## config.mk

```make
export PLATFORM = sky130hd
export DESIGN_NAME = fetch_unit
export DESIGN_NICKNAME = d
export VERILOG_FILES = /design/src/rtl/fetch_unit.sv
export SDC_FILE = /design/constraint.sdc
export NUM_CORES = 1
export LEC_CHECK = 0
export ABC_AREA = 1
export CORE_AREA = 2 2 93 95
export CTS_CLUSTER_DIAMETER = 30
export DETAILED_ROUTE_END_ITERATION = 8
export DIE_AREA = 0 0 95 97
export PLACE_DENSITY = 0.63
export SETUP_SLACK_MARGIN = 0.3
export SLEW_MARGIN = 20
export SYNTH_ARGS = -nofsm -noshare
export SYNTH_HDL_FRONTEND = slang
export SYNTH_SLANG_ARGS = --single-unit
```

## constraint.sdc

```tcl
create_clock -name clk -period 3.5 [get_ports clk]
set_input_delay 0.35 -clock clk [delete_from_list [all_inputs] [get_ports clk]]
set_output_delay 0.35 -clock clk [all_outputs]
set_load 0.05 [all_outputs]
```

## src/rtl/fetch_unit.sv

```systemverilog
// Instruction fetch unit: drives a registered-output ROM and buffers returned words in a small in-order FIFO.
// Define FETCH_SKID_BUF_EN for a 2-entry buffer (one instruction per cycle); default is 1 entry (one every 2 cycles).
module fetch_unit #(
  parameter logic [10:0] RESET_PC = 11'h000
) (
  input  logic        clk,
  input  logic        resetb,
  output logic [10:0] rom_addr,
  input  logic [31:0] rom_data,
  input  logic        redirect,
  input  logic [10:0] redirect_addr,
  output logic [31:0] instr,
  output logic [10:0] instr_pc,
  output logic        instr_valid,
  input  logic        instr_ready
);

`ifdef FETCH_SKID_BUF_EN
  localparam int D = 2;
`else
  localparam int D = 1;
`endif
  localparam int CW = $clog2(D + 2);

  typedef struct packed {
    logic [31:0] instr;
    logic [10:0] pc;
  } entry_t;

  // Handshake: a word transfers on any cycle with instr_valid & instr_ready,
  // except a redirect cycle, where the handshake is void and the buffer is flushed.

  logic [10:0]   r_pc;
  logic [10:0]   r_reqpc;
  logic          r_req;
  logic [CW-1:0] r_count;
  entry_t        r_buf [D];

  entry_t        w_buf_nxt [D];
  logic [CW-1:0] w_count_nxt;
  logic [CW-1:0] w_wr_idx;
  logic [CW:0]   w_occ;
  logic          w_pop;
  logic          w_push;
  logic          w_issue;

  assign rom_addr    = r_pc;
  assign instr_valid = (r_count != '0);
  assign instr       = r_buf[0].instr;
  assign instr_pc    = r_buf[0].pc;

  assign w_pop  = instr_valid & instr_ready & ~redirect;
  assign w_push = r_req & ~redirect;

  // Slots committed next cycle: buffered + in flight - leaving now; a new fetch needs a free one.
  assign w_occ   = {1'b0, r_count} + {{CW{1'b0}}, r_req} - {{CW{1'b0}}, instr_valid & instr_ready};
  assign w_issue = ~redirect & (w_occ < (CW+1)'(D));

  assign w_wr_idx = r_count - {{(CW-1){1'b0}}, w_pop};

  always_comb begin
    w_buf_nxt   = r_buf;
    w_count_nxt = r_count;
    if (redirect) begin
      w_count_nxt = '0;
    end else begin
      if (w_pop) begin
        for (int i = 0; i < D - 1; i++) begin
          w_buf_nxt[i] = r_buf[i + 1];
        end
      end
      if (w_push) begin
        for (int i = 0; i < D; i++) begin
          if (w_wr_idx == CW'(i)) begin
            w_buf_nxt[i] = '{instr: rom_data, pc: r_reqpc};
          end
        end
      end
      w_count_nxt = r_count + {{(CW-1){1'b0}}, w_push} - {{(CW-1){1'b0}}, w_pop};
    end
  end

  always_ff @(posedge clk) begin
    if (!resetb) begin
      r_pc    <= RESET_PC;
      r_req   <= 1'b0;
      r_reqpc <= 11'h000;
      r_count <= '0;
      for (int i = 0; i < D; i++) begin
        r_buf[i] <= '0;
      end
    end else begin
      r_count <= w_count_nxt;
      r_buf   <= w_buf_nxt;
      if (redirect) begin
        r_pc  <= redirect_addr;
        r_req <= 1'b0;
      end else if (w_issue) begin
        r_req   <= 1'b1;
        r_reqpc <= r_pc;
        r_pc    <= r_pc + 11'd1;
      end else begin
        r_req <= 1'b0;
      end
    end
  end

endmodule

```

==> summary.md, run 1 <==
| Metric | Value |
|---|---|
| Post-Route Skew | `0.00809 ns` |
| Fin util | `51.0%` |
| GRT Total Usage | `16.4%` |
| Relative slew margins | `51.6%` |
| CP bufs+invs | `1` |
| Post-synthesis sequential area ratio | `48.0%` |
| Startpoint Class | `flip-flop` |
| Crit path DAT | `2.88 ns` |
| Critical path, cell by cell | `nor2_1 -> nor2_1 -> ha_1 -> inv_1 -> ha_1 -> fa_1 -> nor2_1 -> nand3_4 -> nor2_4 -> o21ai_0 -> a21oi_1` |
| Diode count | `0` |
| Height of the die | `97 µm` |
| Net Sw Power | `609 µW` |
| Post-CTS setup repair buffer count | `0` |
| Distinct cells, synth | `26` |
| Average size of a mapped cell | `7.48 µm²` |
| TritonCTS buffer count | `9` |
| Fin. Hold Viols | `0` |
| Power density cells | `519 mW/mm²` |
| Largest net degree at the start of global routing | `45` |
| GPL Wtd Cong | `0.851` |
| Commonest non-fill, non-tap cell in the layout | `nor2_1` |
| Switching Fraction | `28.3%` |
| Fillers | `813` |
| Core area | `0.00813 mm²` |
| DR vias | `2,700` |
| Top cell family by delay on the critical path | `simple AND/OR/NAND/NOR gates` |
| Row cnt | `33` |
| Gate power share | `20.6%` |
| Total Power | `2150 µW` |
| Post-synth EDFFs | `0` |
| Global-route wire length before repair | `12,100 µm` |
| CTS Sinks | `68` |
| Clock power frac | `39.0%` |
| Initial Utilization | `34.8%` |
| Final setup fails | `0` |
| RSZ-0062 raised after global routing | `no` |
| Maximum vdd ir drop | `0.204 mV` |
| Die ar. | `0.00922 mm²` |
| Antenna Nets Post-Route | `0` |
| Slew Viols, Final | `0` |
| GRT overflow | `0` |
| Max Fclk | `0.383 GHz` |
| Clock Path Buffers | `2` |
| Hold buffer count at cts | `0` |
| Hold Crit Class | `reg2reg` |
| Worst path depth | `11` |
| Final worst-path cycle share | `74.6%` |
| CP Capture Type | `flip-flop` |
| Cell count after synthesis | `379` |
| I/O pins | `102` |
| CP dominant cell by count | `nor2_1` |
| Skew-Pair Late Insertion Delay | `0.34 ns` |
| # H-tree levels | `3` |
| Vias per inst | `4.62` |
| Ys async rst share | `0%` |
| Layout cells sized above 1 | `6.25%` |
| Syn Nets | `432` |
| R2R depth | `11` |
| Post-Route WL | `7280 µm` |
| Kind of critical path | `reg2reg` |
| Seq pwr share | `40.4%` |
| Nets | `529` |
| Fin crit period | `2.61 ns` |
| Top FF cell, synth | `dfxtp_1` |
| Critical path fanouts, max | `20` |
| CP max-delay cell | `fa_1` |
| Chip Width | `95 µm` |
| First-pass DRT Iterations | `4` |
| Post-DR wirelength/cell | `12.4 µm` |
| CTS clk-pin slew, worst paths | `0.07 ns` |
| Iteration-0 DRC count of the detailed router | `102` |
| Max-cap viol count | `0` |
| Dpl hpwl | `5200 µm` |
| Ys Warns | `0` |
| Setup TNS | `0 ns` |
| CTS root buffer | `clkbuf_8` |
| Post-synthesis instance area | `0.00283 mm²` |
| Most frequent cells in the layout | `107 x nor2_1, 101 x clkdlybuf4s50_1, 68 x dfxtp_1, 65 x o21ai_0, 49 x nand2_1` |
| Cts repair resizes | `0` |
| Slowest Stage Delay on Critical Path | `0.42 ns` |
| Port Buffers | `101` |
| WHS | `0.481 ns` |
| Tightest Pin Transition | `0.725 ns` |
| Internal | `1540 µW` |
| CTS tree | `yes` |
| DRC Markers | `0` |
| Worst hold stages | `2` |
| Worst EP required | `3.77 ns` |
| LEAKAGE | `0.00164 µW` |
| Synthesis-to-finish area growth | `46.3%` |
| Outcome | `complete, no violations` |
| Post-synthesis register bit count | `68` |
| Initial antenna violation count | `0` |
| Number of global-route vias before repair | `2,563` |
==> power by group through the flow <==
stage          Combinational [µW]  Sequential [µW]  Clock (µW)
3_5_place_dp                  445              886           0
3_3_place_gp                  440              884           0
2_1_floorplan                 152             1020           0
4_1_cts                       447              868         860
6_report                      444              868         839
5_1_grt                       483              876         893
==> per-layer routing <==
metal | global-route usage [%] | up-vias | part of all wire [%] | routed length [µm]
met3 | 4.21 | 10 | 6.6 | 480
met5 | 0 | - | 0 | 0
met1 | 20.3 | 1204 | 47 | 3440
met4 | 6.24 | 0 | 1.5 | 110
met2 | 26.8 | 81 | 45 | 3250
li1 | - | 1405 | - | -
==> metrics by stage <==
stage / cell area, µm² / setup slack, ns / cells
2_1_floorplan: 2830 / 1.22 / 379
3_3_place_gp: 3880 / 0.708 / 570
3_5_place_dp: 3880 / 0.631 / 570
4_1_cts: 4150 / 0.886 / 585
5_1_grt: 4150 / 0.649 / 585
6_report: 4150 / 0.889 / 585
==> state kept, by name, indices dropped and copies added (netlist names) <==
| signal | count |
|---|---|
| r_count | 2 |
| instr | 32 |
| r_req | 1 |
| rom_addr | 11 |
| instr_pc | 11 |
| r_reqpc | 11 |
==> synth_stat cells (2+ instances only) <==
master | n | area, µm²
a21oi_1 | 12 | 60.1
nor2_4 | 3 | 33.8
xnor2_1 | 2 | 17.5
nand4_1 | 3 | 18.8
o21ai_0 | 65 | 325
nand3_1 | 10 | 50.1
nand2_1 | 49 | 184
dfxtp_1 | 68 | 1360
buf_6 | 6 | 67.6
inv_2 | 3 | 11.3
nor3_1 | 2 | 10.0
inv_1 | 22 | 82.6
clkbuf_1 | 11 | 41.3
nor2_1 | 107 | 402
ha_1 | 5 | 62.6
==> layout make-up <==
cell class	instances	area [µm²]	area share, %
Clock inverter	6	138	3.32
Clock buffer	9	124	2.99
Sequential cell	68	1360	32.8
Multi-Input combinational cell	267	1260	30.3
Tap cell	105	131	3.17
Inverter	25	93.8	2.26
Timing Repair Buffer	105	1040	25.1
==> path summary, 6_finish.rpt <==
kind,from,endpoint,slack [ns]
hold reg to reg,r_reqpc[1]$_SDFFE_PN0P_,r_reqpc[1]$_SDFFE_PN0P_,0.48
setup / recovery,r_count[1]$_SDFF_PP0_,r_reqpc[5]$_SDFFE_PN0P_,0.89
setup reg to reg,r_count[1]$_SDFF_PP0_,r_reqpc[5]$_SDFFE_PN0P_,0.89
hold / removal,r_reqpc[1]$_SDFFE_PN0P_,r_reqpc[1]$_SDFFE_PN0P_,0.48
==> logic make-up after synthesis <==
family | count (synthesis) | synth area share, %
fa+ha+maj | 6 | 2.91
compound gates | 79 | 14.1
flops | 68 | 48.0
buf+inv | 44 | 7.59
simple gates | 179 | 26.4
xor+xnor | 3 | 0.927
==> worst register-to-register path: cells and delay by family (launching register included) <==
family / cells / cell delay, ns
buf+inv: 1 / 0.04
simple gates: 5 / 1.00
compound gates: 2 / 0.28
fa+ha+maj: 3 / 0.87
flops: 1 / 0.37
(Power assumes the default switching activity.)
==> run 2: changes to the inputs <==
- clock period: 3.5 -> 2.57 ns (I/O delays scaled with it)
==> run 2 against run 1 <==
Final area increased by 1.4%. Cell count increased by 1.7%. Via count increased by 0.22%. Sequential share of layout area decreased by 0.41 points. Clock power increased by 16%. Combinational power increased by 43%. Power increased by 30%. Flip-flop and latch count unchanged. Critical path type unchanged. Highest routed layer unchanged.
==> summary.md, run 2 (synthesis results as in run 1) <==
| Metric | Value |
|---|---|
| Outcome | `complete, no violations` |
| Port Buffers | `101 (unchanged)` |
| R2r endpoint | `rom_addr[7]$_SDFFE_PN0P_` |
| Nets | `538 (+1.7%)` |
| Post-DR wirelength/cell | `12.2 µm (-2.0%)` |
| Row cnt | `33 (unchanged)` |
| Slowest Stage Delay on Critical Path | `0.44 ns (+0.02 ns)` |
| R2r startpoint | `r_count[1]$_SDFF_PP0_` |
| # H-tree levels | `3 (unchanged)` |
| Number of global-route vias before repair | `2,634 (+2.8%)` |
| Final instance area | `0.00421 mm² (+1.4%)` |
| Net Sw Power | `859 µW (+41%)` |
| Chip Width | `95 µm (unchanged)` |
| Maximum vdd ir drop | `0.360 mV (+77%)` |
| GRT Total Usage | `16.0% (-0.37 points)` |
| Switching Fraction | `30.8% (+2.4 points)` |
| Fin crit period | `2.30 ns (-0.316 ns)` |
| R2R depth | `12 (+1)` |
| Critical path fanouts, max | `6 (-70%)` |
| Tightest Pin Transition | `0.729 ns (+0.00378 ns)` |
| Worst hold path endpoint | `instr_pc[7]$_SDFFE_PN0P_` |
| Worst EP required | `2.85 ns (-0.92 ns)` |
| Total Power | `2790 µW (+30%)` |
| Internal | `1930 µW (+25%)` |
| Post-Route Skew | `0.00796 ns (-0.000126 ns)` |
| Global-route wire length before repair | `11,700 µm (-2.8%)` |
| Final worst-path cycle share | `89.3% (+15 points)` |
| First-pass DRT Iterations | `5 (+1)` |
| Max Fclk | `0.436 GHz (+14%)` |
| Commonest non-fill, non-tap cell in the layout | `nor2_1` |
| Diode count | `0 (unchanged)` |
| Initial Utilization | `34.8% (unchanged)` |
| Post-Route WL | `7250 µm (-0.34%)` |
| Height of the die | `97 µm (unchanged)` |
| CP dominant cell by count | `nor2_2` |
| Most frequent cells in the layout | `105 x nor2_1, 101 x clkdlybuf4s50_1, 66 x dfxtp_1, 62 x o21ai_0, 49 x nand2_1` |
| Die ar. | `0.00922 mm² (unchanged)` |
| Critical path, cell by cell | `nor2_2 -> nor2_1 -> ha_1 -> inv_1 -> ha_2 -> fa_1 -> nor2_2 -> nand3_4 -> buf_6 -> nor2_4 -> nand2_1 -> o21ai_1` |
| Non-Filler Instances | `595 (+1.7%)` |
| DRC Markers | `0 (unchanged)` |
| Hold Crit Class | `reg2reg` |
| DR vias | `2,706 (+0.22%)` |
| R2r setup slk | `0.27 ns (-0.61 ns)` |
| Dpl hpwl | `5170 µm (-0.69%)` |
| CTS tree | `yes` |
| Slew Viols, Final | `0 (unchanged)` |
| Fin. Hold Viols | `0 (unchanged)` |
| GRT overflow | `0 (unchanged)` |
| Fin util | `51.7% (+0.74 points)` |
| Skew-Pair Late Insertion Delay | `0.34 ns (about the same)` |
| CP max-delay cell | `fa_1` |
| TritonCTS buffer count | `9 (unchanged)` |
| Relative slew margins | `51.3% (-0.25 points)` |
| Clock power frac | `34.9% (-4.1 points)` |
| Startpoint Class | `flip-flop` |
| Iteration-0 DRC count of the detailed router | `91 (-11%)` |
| GPL Wtd Cong | `0.871 (+2.4%)` |
| CP Capture Type | `flip-flop` |
| Worst hold stages | `2 (unchanged)` |
| Setup TNS | `0 ns (unchanged)` |
| Max-cap viol count | `0 (unchanged)` |
| CTS clk-pin slew, worst paths | `0.08 ns (about the same)` |
| Synthesis-to-finish area growth | `48.4%` |
| Clock Path Buffers | `2 (unchanged)` |
| CTS Sinks | `68 (unchanged)` |
| Fillers | `803 (-1.2%)` |
| Largest net degree at the start of global routing | `44 (-2.2%)` |
| Layout cells sized above 1 | `9.18% (+2.9 points)` |
| DP Area | `0.00393 mm² (+1.2%)` |
| I/O pins | `102 (unchanged)` |
| LEAKAGE | `0.00168 µW (+2.3%)` |
| Largest register FFs | `32 (unchanged)` |
| Worst Hold Launch | `instr_pc[7]$_SDFFE_PN0P_` |
| Kind of critical path | `reg2reg` |
| Seq pwr share | `42.4% (+2.0 points)` |
| Antenna Nets Post-Route | `0 (unchanged)` |
| Power density cells | `664 mW/mm² (+28%)` |
| Final setup fails | `0 (unchanged)` |
| Gate power share | `22.7% (+2.1 points)` |
| Core area | `0.00813 mm² (unchanged)` |
| Initial antenna violation count | `0 (unchanged)` |
| Crit path DAT | `2.58 ns (-0.30 ns)` |
| RSZ-0062 raised after global routing | `yes` |
| CTS root buffer | `clkbuf_8` |
| Vias per inst | `4.55 (-1.5%)` |
| Placed cell count | `576 (+1.1%)` |
==> run 2: layout make-up <==
type	instances	area (µm²)	area share, %
sequential	68	1360	32.4
inverter	25	93.8	2.23
tap	105	131	3.12
multi-input combinational	267	1270	30.2
clock inverter	7	98.8	2.35
clock buffer	9	124	2.94
timing repair buffer	114	1120	26.7
==> run 2: per-layer routing <==
layer | track usage (%) | vias to the layer above | share of wire (%)
li1 | - | 1431 | -
met2 | 26.7 | 79 | 45
met5 | 0 | - | 0
met3 | 5.37 | 8 | 7.3
met1 | 19.2 | 1188 | 46
met4 | 4.91 | 0 | 0.99
==> run 2: stage by stage <==
stage / hold WS (ns) / setup WS [ns]
2_1_floorplan: 0.421 / 0.334
3_3_place_gp: 0.461 / -0.0204
3_5_place_dp: 0.471 / -0.0990
4_1_cts: 0.489 / 0.253
5_1_grt: 0.508 / 0.151
6_report: 0.484 / 0.275
==> run 2: worst max-delay path, delay by kind of cell, from the launching register on <==
family                   cells  cell delay [ns]
adder cells (fa/ha/maj)      3             0.87
AND/OR/NAND/NOR              6             0.72
buffers and inverters        2             0.19
flip-flops                   1             0.33
AO/OA/AOI/OAI                1             0.12
==> run 2: how the worst max path moves through the flow <==
stage | end | startpoint | depth (start not counted) | slack [ns]
after detailed placement | r_reqpc[1]$_SDFFE_PN0P_ | instr_ready | 13 | -0.1
final | rom_addr[7]$_SDFFE_PN0P_ | r_count[1]$_SDFF_PP0_ | 12 | 0.27
after CTS | rom_addr[7]$_SDFFE_PN0P_ | r_count[1]$_SDFF_PP0_ | 12 | 0.25
after global placement | r_reqpc[2]$_SDFFE_PN0P_ | instr_ready | 13 | -0.02
after floorplan | rom_addr[6]$_SDFFE_PN0P_ | r_count[1]$_SDFF_PP0_ | 14 | 0.33
after global routing | rom_addr[5]$_SDFFE_PN0P_ | r_count[1]$_SDFF_PP0_ | 12 | 0.15
==> run 2: power by group through the flow <==
stage	combinational (µW)	sequential, µW	clock (µW)
after floorplan	208	1390	0
after global placement	615	1200	0
after detailed placement	620	1210	0
after CTS	637	1180	1010
after global routing	691	1190	1060
final	634	1180	974
==> run 2: repair_timing <==
| action | 4_1_cts | 5_1_grt |
|---|---|---|
| setup buffers | 3 | 0 |
| resized for setup | 4 | 5 |
| hold buffers | 0 | 0 |
| pin swaps | 1 | 6 |
| cloned | 0 | 0 |
| endpoints found under the setup margin | 22 | 23 |
